$ cat src/rtl/vm_pkg.sv
// Shared definitions for the vending transaction controller.
//   - vm_state_e : controller state encoding, also driven onto present_state
//   - cash codes : cash_in encodings from the coin acceptor
//   - item codes : sel_item / disp_item encodings
//   - coin_units : maps a cash code to its value in 5tk units
package vm_pkg;

   typedef enum logic [1:0] {
      StIdle     = 2'b00,
      StCollect  = 2'b01,
      StDispense = 2'b10,
      StChange   = 2'b11
   } vm_state_e;

   localparam logic [1:0] CashNone = 2'b00;
   localparam logic [1:0] Cash5    = 2'b01;
   localparam logic [1:0] Cash10   = 2'b10;
   localparam logic [1:0] Cash20   = 2'b11;

   localparam logic ItemA = 1'b0;
   localparam logic ItemB = 1'b1;

   // Coin value in 5tk units: 5tk -> 1, 10tk -> 2, 20tk -> 4.
   function automatic logic [2:0] coin_units(input logic [1:0] cash);
      logic [2:0] units;
      case (cash)
         Cash5:   units = 3'd1;
         Cash10:  units = 3'd2;
         Cash20:  units = 3'd4;
         default: units = 3'd0;
      endcase
      return units;
   endfunction

endpackage

$ cat src/rtl/vm_change_unit.sv
// Credit register for the vending controller.
// Holds the current credit, applies coin additions, purchase subtraction and the
// one-unit decrement used while paying out change. Also decides whether an incoming
// coin fits under MAX_CREDIT and raises a registered reject pulse when it does not.
// Ports:
//   clock, reset  : rising-edge clock, synchronous active-high reset
//   coin_allow    : controller is in a state that can take coins
//   coin_units    : value of the coin presented this cycle (0 = none)
//   sub_en        : subtract sub_units (purchase)
//   sub_units     : price of the item being bought
//   dec_en        : subtract one unit (one change coin emitted)
//   coin_ok       : combinational, coin this cycle is credited
//   coin_reject   : registered pulse, coin of the previous cycle was not credited
//   credit        : registered credit in 5tk units
module vm_change_unit #(
   parameter int unsigned CREDIT_W   = 4,
   parameter int unsigned MAX_CREDIT = 12
) (
   input  logic                clock,
   input  logic                reset,
   input  logic                coin_allow,
   input  logic [2:0]          coin_units,
   input  logic                sub_en,
   input  logic [CREDIT_W-1:0] sub_units,
   input  logic                dec_en,
   output logic                coin_ok,
   output logic                coin_reject,
   output logic [CREDIT_W-1:0] credit
);

   logic [CREDIT_W-1:0] credit_q, credit_d;
   logic                reject_q, reject_d;
   logic [CREDIT_W:0]   coin_sum;

   always_comb begin
      // One extra bit so the overflow check itself can never wrap.
      coin_sum = {1'b0, credit_q} + (CREDIT_W + 1)'(coin_units);
      coin_ok  = coin_allow && (coin_units != 3'd0) &&
                 (coin_sum <= (CREDIT_W + 1)'(MAX_CREDIT));
      reject_d = (coin_units != 3'd0) && !coin_ok;
      credit_d = credit_q
               + (coin_ok ? CREDIT_W'(coin_units) : '0)
               - (sub_en  ? sub_units : '0)
               - CREDIT_W'(dec_en);
   end

   always_ff @(posedge clock) begin
      if (reset) begin
         credit_q <= '0;
         reject_q <= 1'b0;
      end else begin
         credit_q <= credit_d;
         reject_q <= reject_d;
      end
   end

   assign credit      = credit_q;
   assign coin_reject = reject_q;

endmodule

$ cat src/rtl/vm_txn_ctrl.sv
// Transaction controller for the two-product vending datapath.
// Collects coin credit, grants a purchase when credit covers the price, runs one
// dispense handshake and then returns remaining credit as 5tk coin pulses.
// Optional feature: define VM_TIMEOUT_EN to refund automatically after TIMEOUT_CYC
// idle cycles in COLLECT; without it COLLECT waits indefinitely.
// Ports:
//   clock, reset  : rising-edge clock, synchronous active-high reset
//   cash_in       : coin code, one coin per cycle
//   sel_valid     : one-cycle purchase request, sel_item picks A (0) or B (1)
//   cancel        : one-cycle refund request
//   disp_req      : dispense request, held until the cycle after disp_ack
//   disp_item     : item being dispensed
//   disp_ack      : dispenser done, only looked at while disp_req=1
//   coin_out      : one 5tk change coin per cycle asserted
//   coin_reject   : pulse, coin of the previous cycle was not credited
//   credit        : current credit in 5tk units
//   present_state : 00 IDLE, 01 COLLECT, 10 DISPENSE, 11 CHANGE
module vm_txn_ctrl
   import vm_pkg::*;
#(
   parameter int unsigned CREDIT_W    = 4,
   parameter int unsigned MAX_CREDIT  = 12,
   parameter int unsigned PRICE_A     = 2,
   parameter int unsigned PRICE_B     = 3
`ifdef VM_TIMEOUT_EN
   ,
   parameter int unsigned TIMEOUT_CYC = 255
`endif
) (
   input  logic                clock,
   input  logic                reset,
   input  logic [1:0]          cash_in,
   input  logic                sel_valid,
   input  logic                sel_item,
   input  logic                cancel,
   output logic                disp_req,
   output logic                disp_item,
   input  logic                disp_ack,
   output logic                coin_out,
   output logic                coin_reject,
   output logic [CREDIT_W-1:0] credit,
   output logic [1:0]          present_state
);

   vm_state_e           state_q, state_d;
   logic                item_q, item_d;
   logic                coin_ok;
   logic                coin_allow;
   logic                sub_en;
   logic                dec_en;
   logic                timeout_hit;
   logic [CREDIT_W-1:0] price;

   assign coin_allow = (state_q == StIdle) || (state_q == StCollect);
   assign price      = (sel_item == ItemB) ? CREDIT_W'(PRICE_B) : CREDIT_W'(PRICE_A);

   vm_change_unit #(
      .CREDIT_W   (CREDIT_W),
      .MAX_CREDIT (MAX_CREDIT)
   ) u_change (
      .clock       (clock),
      .reset       (reset),
      .coin_allow  (coin_allow),
      .coin_units  (coin_units(cash_in)),
      .sub_en      (sub_en),
      .sub_units   (price),
      .dec_en      (dec_en),
      .coin_ok     (coin_ok),
      .coin_reject (coin_reject),
      .credit      (credit)
   );

   always_comb begin
      state_d = state_q;
      item_d  = item_q;
      sub_en  = 1'b0;
      dec_en  = 1'b0;
      unique case (state_q)
         StIdle: begin
            if (coin_ok) state_d = StCollect;
         end
         StCollect: begin
            // A purchase that can be paid for beats a simultaneous cancel.
            if (sel_valid && (credit >= price)) begin
               state_d = StDispense;
               item_d  = sel_item;
               sub_en  = 1'b1;
            end else if (cancel || timeout_hit) begin
               state_d = StChange;
            end
         end
         StDispense: begin
            if (disp_ack) state_d = (credit != '0) ? StChange : StIdle;
         end
         StChange: begin
            dec_en = (credit != '0);
            // Leave on the cycle that emits the last coin.
            if (credit <= CREDIT_W'(1)) state_d = StIdle;
         end
         default: state_d = StIdle;
      endcase
   end

`ifdef VM_TIMEOUT_EN
   localparam int unsigned TmoW = $clog2(TIMEOUT_CYC + 1);

   logic [TmoW-1:0] tmo_q, tmo_d;
   logic            activity;

   assign activity    = coin_ok || sel_valid || cancel;
   assign timeout_hit = (state_q == StCollect) && !activity &&
                        (tmo_q == TmoW'(TIMEOUT_CYC - 1));

   // Counts idle COLLECT cycles; zero on entry, on any activity and outside COLLECT.
   always_comb begin
      tmo_d = '0;
      if ((state_q == StCollect) && (state_d == StCollect) && !activity) tmo_d = tmo_q + 1'b1;
   end

   always_ff @(posedge clock) begin
      if (reset) tmo_q <= '0;
      else       tmo_q <= tmo_d;
   end
`else
   assign timeout_hit = 1'b0;
`endif

   always_ff @(posedge clock) begin
      if (reset) begin
         state_q <= StIdle;
         item_q  <= ItemA;
      end else begin
         state_q <= state_d;
         item_q  <= item_d;
      end
   end

   assign present_state = state_q;
   assign disp_req      = (state_q == StDispense);
   assign disp_item     = item_q;
   assign coin_out      = (state_q == StChange) && (credit != '0);

endmodule

$ cat config.mk
export PLATFORM = sky130hd
export DESIGN_NAME = vm_txn_ctrl
export DESIGN_NICKNAME = d
export VERILOG_FILES = /design/src/rtl/vm_pkg.sv /design/src/rtl/vm_change_unit.sv /design/src/rtl/vm_txn_ctrl.sv
export SDC_FILE = /design/constraint.sdc
export NUM_CORES = 1
export LEC_CHECK = 0
export BUFFER_PORTS_ARGS = -buffer_cell sky130_fd_sc_hd__buf_4
export CORE_MARGIN = 2
export CORE_UTILIZATION = 51
export CTS_CLUSTER_SIZE = 20
export DETAILED_ROUTE_END_ITERATION = 10
export PLACE_DENSITY = 0.81
export SLEW_MARGIN = 0
export SYNTH_ARGS = -nofsm -noshare
export SYNTH_HDL_FRONTEND = slang
export SYNTH_SLANG_ARGS = --single-unit
export TNS_END_PERCENT = 20
$ cat constraint.sdc
create_clock -name clock -period 4.3 [get_ports clock]
set_input_delay 0.215 -clock clock [delete_from_list [all_inputs] [get_ports clock]]
set_output_delay 0.215 -clock clock [all_outputs]
set_load 0.02 [all_outputs]
==> results.py, run 1 <==
metrics = {
    "run_status": {
        "status": "complete, no violations",
    },
    "synth": {
        "yosysSeqAreaShare": 0.211,
        "syn_avg_cell_area_um2": 8.15,
        "synth_top_area_share": 0.211,
        "yosysTopAreaCell": "dfxtp_1",
        "synth_edf_count": 0,
        "synth_cells": 93,
        "ys_async_sr_fraction": 0,
        "ys_ff_latch": 8,
        "yosysUniqueCellTypes": 32,
        "synth.area.top_cells": "dfxtp_1 (21%), ha_1 (12%), fa_1 (11%)",
        "mappedNetlistArea_um2": 758,
        "yosys_warnings": 0,
        "ys.flop_type": "dfxtp_1",
        "syn_nets": 112,
    },
    "placement": {
        "globalplace.congestion": 0.831,
        "dp_hpwl_mm": 1.31,
        "portBuffers": 17,
        "dpl-instance-area_um2": 897,
    },
    "cts": {
        "clk_path_buf_depth": 2,
        "cts_max_level": 1,
        "cts_root_buf": "clkbuf_4",
        "clk_pin_slew_worst_paths_ps": 60,
        "cts.repair.resized": 0,
        "postCtsSetupBuffers": 0,
        "cts_hold_buffers": 0,
        "numCtsBuffers": 3,
        "cts_tree": "built",
        "clock_latency_ps": 260,
        "clock_sinks": 8,
    },
    "layout": {
        "fillerInstances": 114,
        "drive_gt1_frac": 0.198,
        "final_area_um2": 920,
        "final_cell_mix": "buf_4 (17), inv_1 (13), dfxtp_1 (8), ha_1 (7)",
        "final_nets": 132,
        "ff_latch_area_um2": 160,
        "diodes": 0,
        "layout_commonest_cell": "buf_4",
        "area_growth_pct": 21.3,
        "multi_input_area_um2": 542,
    },
    "routing": {
        "wire_per_inst_um": 12.9,
        "vias": 706,
        "viasPerCell": 5.60,
        "ant_nets": 0,
        "drc": 0,
        "first_iter_violations": 8,
        "wirelength_mm": 1.63,
        "drtPass1Iterations": 6,
    },
    "critical_path": {
        "startpoint_type": "register",
        "r2r_start": "u_change.credit[1]",
        "startpoint": "u_change.credit[1]",
        "slowest_delay_ps": 470,
        "cp-end-kind": "register",
        "crit_end": "u_change.credit[1]",
        "cp_max_fo": 8,
        "r2r_end": "u_change.credit[1]",
        "required_ps": 4450,
        "worstPathCellList": "inv_1 -> xnor2_1 -> ha_1 -> o32a_1 -> nand3_1 -> nand3_2 -> inv_1 -> and2_1 -> fa_1 -> inv_1 -> fa_1 -> nor3_1 -> fa_1 -> nor2b_1",
        "reg2reg_slack_ps": 400,
        "reg2reg_depth": 14,
        "worstPathArrival_ps": 4050,
        "critical_path_class": "register to register",
        "slowest_stage": "fa_1",
    },
    "grt": {
        "grt_pass1_wl_mm": 2.80,
        "grt_pass1_vias": 687,
        "grt-ovfl-total": 0,
        "grt_max_degree": 11,
        "grt_use_total": 0.205,
        "antenna_found_initial": 0,
    },
    "hold_path": {
        "hp-class": "input pin to register",
    },
    "sta": {
        "fin_tns_setup_ps": 0,
        "finalHoldViolCount": 0,
        "clock_skew_ps": 7.64,
        "worst_pin_slew_ps": 447,
        "fmax_mhz": 257,
        "period_share": 0.907,
        "setup_viol": 0,
        "slew-limit-headroom": 0.702,
        "rsz0062_at_grt": "false",
        "min_period_ps": 3900,
        "slew_viol_final": 0,
    },
    "power_and_ir_drop": {
        "vdd_drop_max_uv": 344,
        "p_per_area_mw_per_mm2": 624,
        "cellLeakagePower_nw": 0.443,
    },
    "floorplanning": {
        "die_area_mm2": 0.00181,
        "initial_core_util": 0.562,
        "core-area_mm2": 0.00135,
        "die_x_um": 42.6,
        "io-pin-count": 18,
        "die_y_um": 42.6,
        "rows": 13,
    },
    "job": {
        "maxCapViolations": 0,
    },
}
==> where the power goes <==
group	switching, mW	internal (mW)
clock	0.0261	0.0320
sequential	0.0446	0.0996
combinational	0.199	0.172
total	0.270	0.304
==> cell type report <==
class	instances	area share
clock buffers	3	0.0245
repair buffers	17	0.139
inverters	13	0.0531
well taps	15	0.0204
flip-flops and latches	8	0.174
multi-input cells	70	0.589
==> flip-flops by register name (all words and copies together) (netlist names) <==
name / cells
u_change.coin_reject: 1
present_state: 2
disp_item: 1
u_change.credit: 4
==> cell usage after synthesis (all sizes together), types with 2 or more instances <==
master,count
nand2b,4
nor2b,3
a211oi,2
xnor2,4
o21ai,5
a311oi,2
dfxtp,8
fa,4
nand3,3
clkbuf,2
a21oi,7
xor2,2
nor2,4
nand2,6
and2,2
inv,13
ha,7
a21o,2
nor3,3
==> per-layer routing <==
metal / track usage / wire length, um
met1: 0.243 / 751
met2: 0.369 / 797
met3: 0.0647 / 72
met4: 0.0250 / 4
met5: 0 / 0
==> cells by family (layout without fill, tap and decap cells) <==
logic type	after synthesis	after routing	share of synthesized area
buf+inv	15	33	0.0743
flops	8	8	0.211
xor+xnor	6	6	0.0693
simple gates	29	29	0.211
fa+ha+maj	11	11	0.221
compound gates	24	24	0.213
==> worst min-delay path by stage <==
stage	start	end	slack [ps]	cells after the start
6_report	reset	u_change.credit[3]	200	2
5_1_grt	reset	u_change.credit[3]	190	2
4_1_cts	reset	u_change.credit[3]	190	2
3_5_place_dp	reset	u_change.credit[3]	460	2
3_3_place_gp	reset	disp_item	460	2
2_1_floorplan	cash_in[0]	u_change.coin_reject	390	2
==> critical path: cells and delay by family, from the launching register on <==
kind / cells / cell delay, ps
compound gates: 1 / 350
xor+xnor: 1 / 160
fa+ha+maj: 4 / 1570
buf+inv: 3 / 400
flops: 1 / 460
simple gates: 5 / 840
==> per-stage QoR <==
stage	power, mW	setup slack, ps	util	hold slack [ps]	std cells
3_5_place_dp	0.513	412	0.665	463	123
2_1_floorplan	0.412	604	-	386	93
4_1_cts	0.576	399	0.681	193	126
5_1_grt	0.631	191	0.681	191	126
6_report	0.574	402	0.681	197	126
3_3_place_gp	0.501	494	0.665	461	123
No activity file was read; power rests on OpenSTA's default activity.
==> inputs of run 2 (changes only) <==
CORE_MARGIN = unset   (was 2)
CORE_UTILIZATION = 54   (was 51)
CTS_BUF_LIST = sky130_fd_sc_hd__clkbuf_8   (was unset)
PLACE_DENSITY = 0.85   (was 0.81)
==> results.py, run 2 (synthesis results as in run 1) <==
metrics = {
    "routing": {
        "drtPass1Iterations": 6,
        "vias": 718,
        "ant_nets": 0,
        "wire_per_inst_um": 13.0,
        "viasPerCell": 5.70,
        "first_iter_violations": 23,
        "drc": 0,
        "wirelength_mm": 1.64,
    },
    "cts": {
        "cts_hold_buffers": 0,
        "numCtsBuffers": 3,
        "cts.repair.resized": 0,
        "cts_tree": "built",
        "clock_sinks": 8,
        "postCtsSetupBuffers": 0,
        "cts_max_level": 1,
        "clk_pin_slew_worst_paths_ps": 40,
        "cts_root_buf": "clkbuf_8",
        "clock_latency_ps": 230,
        "clk_path_buf_depth": 2,
    },
    "layout": {
        "drive_gt1_frac": 0.198,
        "diodes": 0,
        "final_cells": 126,
        "largest_reg_flops": 4,
        "fillerInstances": 110,
        "final_nets": 132,
        "layout_commonest_cell": "buf_4",
        "regMostFlops": "u_change.credit",
        "area_growth_pct": 23.8,
        "final_cell_mix": "buf_4 (17), inv_1 (13), dfxtp_1 (8), ha_1 (7)",
    },
    "power_and_ir_drop": {
        "p_int_uw": 333,
        "share_comb_of_total_power": 0.612,
        "power_frac_clock": 0.152,
        "switchingPower_uw": 277,
        "p_sw_frac": 0.454,
        "vdd_drop_max_uv": 413,
        "p_per_area_mw_per_mm2": 651,
        "seqPwrFrac": 0.236,
        "power.total_uw": 611,
        "cellLeakagePower_nw": 0.450,
    },
    "critical_path": {
        "cp-end-kind": "register",
        "required_ps": 4430,
        "cp_max_fo": 8,
        "reg2reg_depth": 14,
        "worstPathArrival_ps": 3980,
        "r2r_start": "u_change.credit[1]",
        "startpoint_type": "register",
        "critical_path_class": "register to register",
        "crit_end": "u_change.credit[1]",
        "startpoint": "u_change.credit[1]",
        "r2r_end": "u_change.credit[1]",
        "reg2reg_slack_ps": 440,
    },
    "run_status": {
        "status": "complete, no violations",
    },
    "sta": {
        "slew-limit-headroom": 0.692,
        "rsz0062_at_grt": "false",
        "slew_viol_final": 0,
        "worst_slack_ps": 444,
        "min_period_ps": 3860,
        "setup_viol": 0,
        "worst_pin_slew_ps": 460,
        "fin_tns_setup_ps": 0,
        "finalHoldViolCount": 0,
        "period_share": 0.897,
        "fmax_mhz": 259,
        "clock_skew_ps": 0.975,
    },
    "floorplanning": {
        "rows": 13,
        "initial_core_util": 0.583,
        "die_y_um": 39.5,
        "io-pin-count": 18,
        "die_x_um": 39.5,
        "die_area_mm2": 0.00156,
        "core-area_mm2": 0.00130,
    },
    "hold_path": {
        "hp-class": "input pin to register",
    },
    "grt": {
        "antenna_found_initial": 0,
        "grtUsageMet3": 0.0852,
        "grt_use_met2": 0.402,
        "grt_pass1_wl_mm": 2.51,
        "grt_max_degree": 11,
        "grt-ovfl-total": 0,
        "grt_pass1_vias": 597,
        "grt_use_total": 0.248,
        "busiest_layer": "met2",
        "use_met1": 0.293,
    },
    "placement": {
        "dp_hpwl_mm": 1.27,
        "place_ws_ps": 437,
        "placedCellCount": 123,
        "portBuffers": 17,
        "globalplace.congestion": 0.837,
    },
    "job": {
        "maxCapViolations": 0,
    },
}
run 2: cell type report:
class                   instances  area, um^2  area share
multi-input cells              70         542       0.577
clock buffers                   3        41.3      0.0440
inverters                      13        48.8      0.0520
repair buffers                 17         128       0.136
well taps                      15        18.8      0.0200
flip-flops and latches          8         160       0.171
run 2: routing by layer:
| layer | up-vias | wire, um | share of wire |
|---|---|---|---|
| li1 | 360 | - | - |
| met1 | 340 | 739 | 0.45 |
| met2 | 16 | 823 | 0.50 |
| met3 | 2 | 61 | 0.037 |
| met4 | 0 | 15 | 0.0091 |
| met5 | - | 0 | 0 |
run 2: how the worst min path moves through the flow:
stage	startpoint	to	slack (ps)	depth (start not counted)
after floorplan	cash_in[0]	u_change.coin_reject	390	2
after global placement	reset	u_change.credit[0]	460	2
after detailed placement	reset	disp_item	460	2
after CTS	reset	u_change.credit[0]	210	2
after global routing	reset	u_change.credit[0]	230	2
final	reset	u_change.credit[0]	210	2
run 2: through the flow:
step / utilization / area [um^2] / hold slack [ps]
6_report: 0.721 / 938 / 213
5_1_grt: 0.721 / 938 / 226
4_1_cts: 0.721 / 938 / 212
3_5_place_dp: 0.689 / 897 / 455
3_3_place_gp: 0.689 / 897 / 457
2_1_floorplan: - / 758 / 386
run 2: critical path, cell delays in order, from the launching register on:
cell     delay [ps]
dfxtp_1         460
inv_1           160
xnor2_1         170
ha_1            230
o32a_1          350
nand3_1         110
nand3_2         110
inv_1           130
and2_1          160
fa_1            450
inv_1           100
fa_1            430
nor3_1          290
fa_1            460
nor2b_1         130
run 2: power groups by stage:
stage	logic, mW	clock network, mW	registers, mW
floorplan	0.255	0	0.157
global placement	0.357	0	0.144
detailed placement	0.372	0	0.145
CTS	0.376	0.0950	0.144
global route	0.417	0.0970	0.148
finish	0.374	0.0928	0.144
==> inputs of run 3 (changes only) <==
BUFFER_PORTS_ARGS = unset   (was -buffer_cell sky130_fd_sc_hd__buf_4)
CORE_AREA = 2 2 39 41   (was unset)
CORE_UTILIZATION = unset   (was 54)
DIE_AREA = 0 0 41 43   (was unset)
DONT_BUFFER_PORTS = 1   (was unset)
PLACE_DENSITY = 0.77   (was 0.85)
clock period = 4.7 ns   (was 4.3 ns; I/O delays follow)
==> results.py, run 3 (synthesis results as in run 1) <==
metrics = {
    "run_status": {
        "status": "complete, no violations",
    },
    "placement": {
        "dpl-instance-area_um2": 771,
        "placedCellCount": 107,
        "dp_hpwl_mm": 1.22,
        "portBuffers": 0,
        "place_ws_ps": 656,
        "globalplace.congestion": 0.791,
    },
    "critical_path": {
        "r2r_end": "u_change.credit[1]",
        "startpoint_type": "register",
        "reg2reg_depth": 13,
        "worstPathArrival_ps": 4150,
        "critical_path_class": "register to register",
        "cp-end-kind": "register",
        "reg2reg_slack_ps": 670,
        "cp_max_fo": 5,
        "required_ps": 4820,
        "r2r_start": "u_change.credit[0]",
    },
    "layout": {
        "final_nets": 115,
        "final_area_um2": 812,
        "final_cell_mix": "inv_1 (13), dfxtp_1 (8), ha_1 (7), a21oi_1 (6), nand2_1 (6)",
        "layout_commonest_cell": "inv_1",
        "diodes": 0,
        "drive_gt1_frac": 0.0532,
        "final_cells": 110,
        "area_growth_pct": 7.10,
        "regMostFlops": "u_change.credit",
        "fin_util": 0.587,
        "largest_reg_flops": 4,
    },
    "hold_path": {
        "hp-start": "reset",
        "hp-class": "input pin to register",
        "hold_depth": 1,
        "hold_path_end": "u_change.credit[0]",
    },
    "cts": {
        "clk_pin_slew_worst_paths_ps": 40,
        "cts_hold_buffers": 0,
        "cts_max_level": 1,
        "numCtsBuffers": 3,
        "clock_sinks": 8,
        "postCtsSetupBuffers": 0,
        "cts_root_buf": "clkbuf_8",
        "cts.repair.resized": 0,
        "cts_tree": "built",
        "clk_path_buf_depth": 2,
        "clock_latency_ps": 230,
    },
    "floorplanning": {
        "core-area_mm2": 0.00138,
        "die_area_mm2": 0.00176,
        "die_x_um": 41,
        "io-pin-count": 18,
        "rows": 14,
        "die_y_um": 43,
        "initial_core_util": 0.548,
    },
    "sta": {
        "finalHoldViolCount": 0,
        "setup_viol": 0,
        "holdWs_ps": 74.1,
        "slew-limit-headroom": 0.670,
        "rsz0062_at_grt": "false",
        "clock_skew_ps": 2.24,
        "fmax_mhz": 248,
        "worst_pin_slew_ps": 495,
        "fin_tns_setup_ps": 0,
        "min_period_ps": 4030,
        "period_share": 0.858,
        "slew_viol_final": 0,
        "worst_slack_ps": 669,
    },
    "power_and_ir_drop": {
        "seqPwrFrac": 0.310,
        "p_per_area_mw_per_mm2": 626,
        "switchingPower_uw": 237,
        "p_sw_frac": 0.466,
        "power_frac_clock": 0.164,
        "vdd_drop_max_uv": 285,
        "share_comb_of_total_power": 0.526,
        "cellLeakagePower_nw": 0.364,
        "power.total_uw": 508,
        "p_int_uw": 271,
    },
    "grt": {
        "grt_max_degree": 11,
        "grt-ovfl-total": 0,
        "grt_pass1_vias": 635,
        "use_met1": 0.216,
        "grt_use_met2": 0.331,
        "antenna_found_initial": 0,
        "busiest_layer": "met2",
        "grtUsageMet3": 0.0576,
        "grt_pass1_wl_mm": 2.39,
        "grt_use_total": 0.201,
    },
    "job": {
        "maxCapViolations": 0,
    },
    "routing": {
        "viasPerCell": 5.86,
        "first_iter_violations": 7,
        "ant_nets": 0,
        "drc": 0,
        "vias": 645,
        "wirelength_mm": 1.47,
        "wire_per_inst_um": 13.4,
        "drtPass1Iterations": 4,
    },
}
-- run 3: how the worst max path moves through the flow --
stage,from,to,slack (ps),cells past startpoint
2_1_floorplan,u_change.credit[0],u_change.credit[1],1000,13
3_3_place_gp,u_change.credit[0],u_change.credit[1],690,13
3_5_place_dp,u_change.credit[0],u_change.credit[1],660,13
4_1_cts,u_change.credit[0],u_change.credit[1],630,13
5_1_grt,u_change.credit[0],u_change.credit[1],390,13
6_report,u_change.credit[0],u_change.credit[1],670,13
-- run 3: power by group through the flow --
| stage | clock network [mW] | registers (mW) | logic (mW) |
|---|---|---|---|
| after detailed placement | 0 | 0.160 | 0.268 |
| after CTS | 0.0843 | 0.158 | 0.272 |
| after global placement | 0 | 0.158 | 0.259 |
| after global routing | 0.0877 | 0.164 | 0.308 |
| final | 0.0831 | 0.157 | 0.267 |
| after floorplan | 0 | 0.144 | 0.233 |
-- run 3: critical path, cell delays in order (launching register included) --
cell and delay [ps]:
dfxtp_1 490, inv_1 190, ha_1 310, inv_1 40, a21oi_1 140, o31ai_1 120, nor3b_1 410, nand2_1 170
fa_1 580, inv_1 70, fa_1 480, nor3_1 320, fa_1 460, nor2b_1 140
-- run 3: area by class of cell --
cell class | instances | area, um^2
clock buffer | 3 | 41.3
tap | 16 | 20.0
multi-input combinational | 70 | 542
inverter | 13 | 48.8
fill | 127 | 572
sequential | 8 | 160
-- run 3: routing by layer --
layer  wire (um)  up-vias
li1            -      323
met1         603      303
met2         772       14
met3          70        5
met4          26        0
met5           0        -
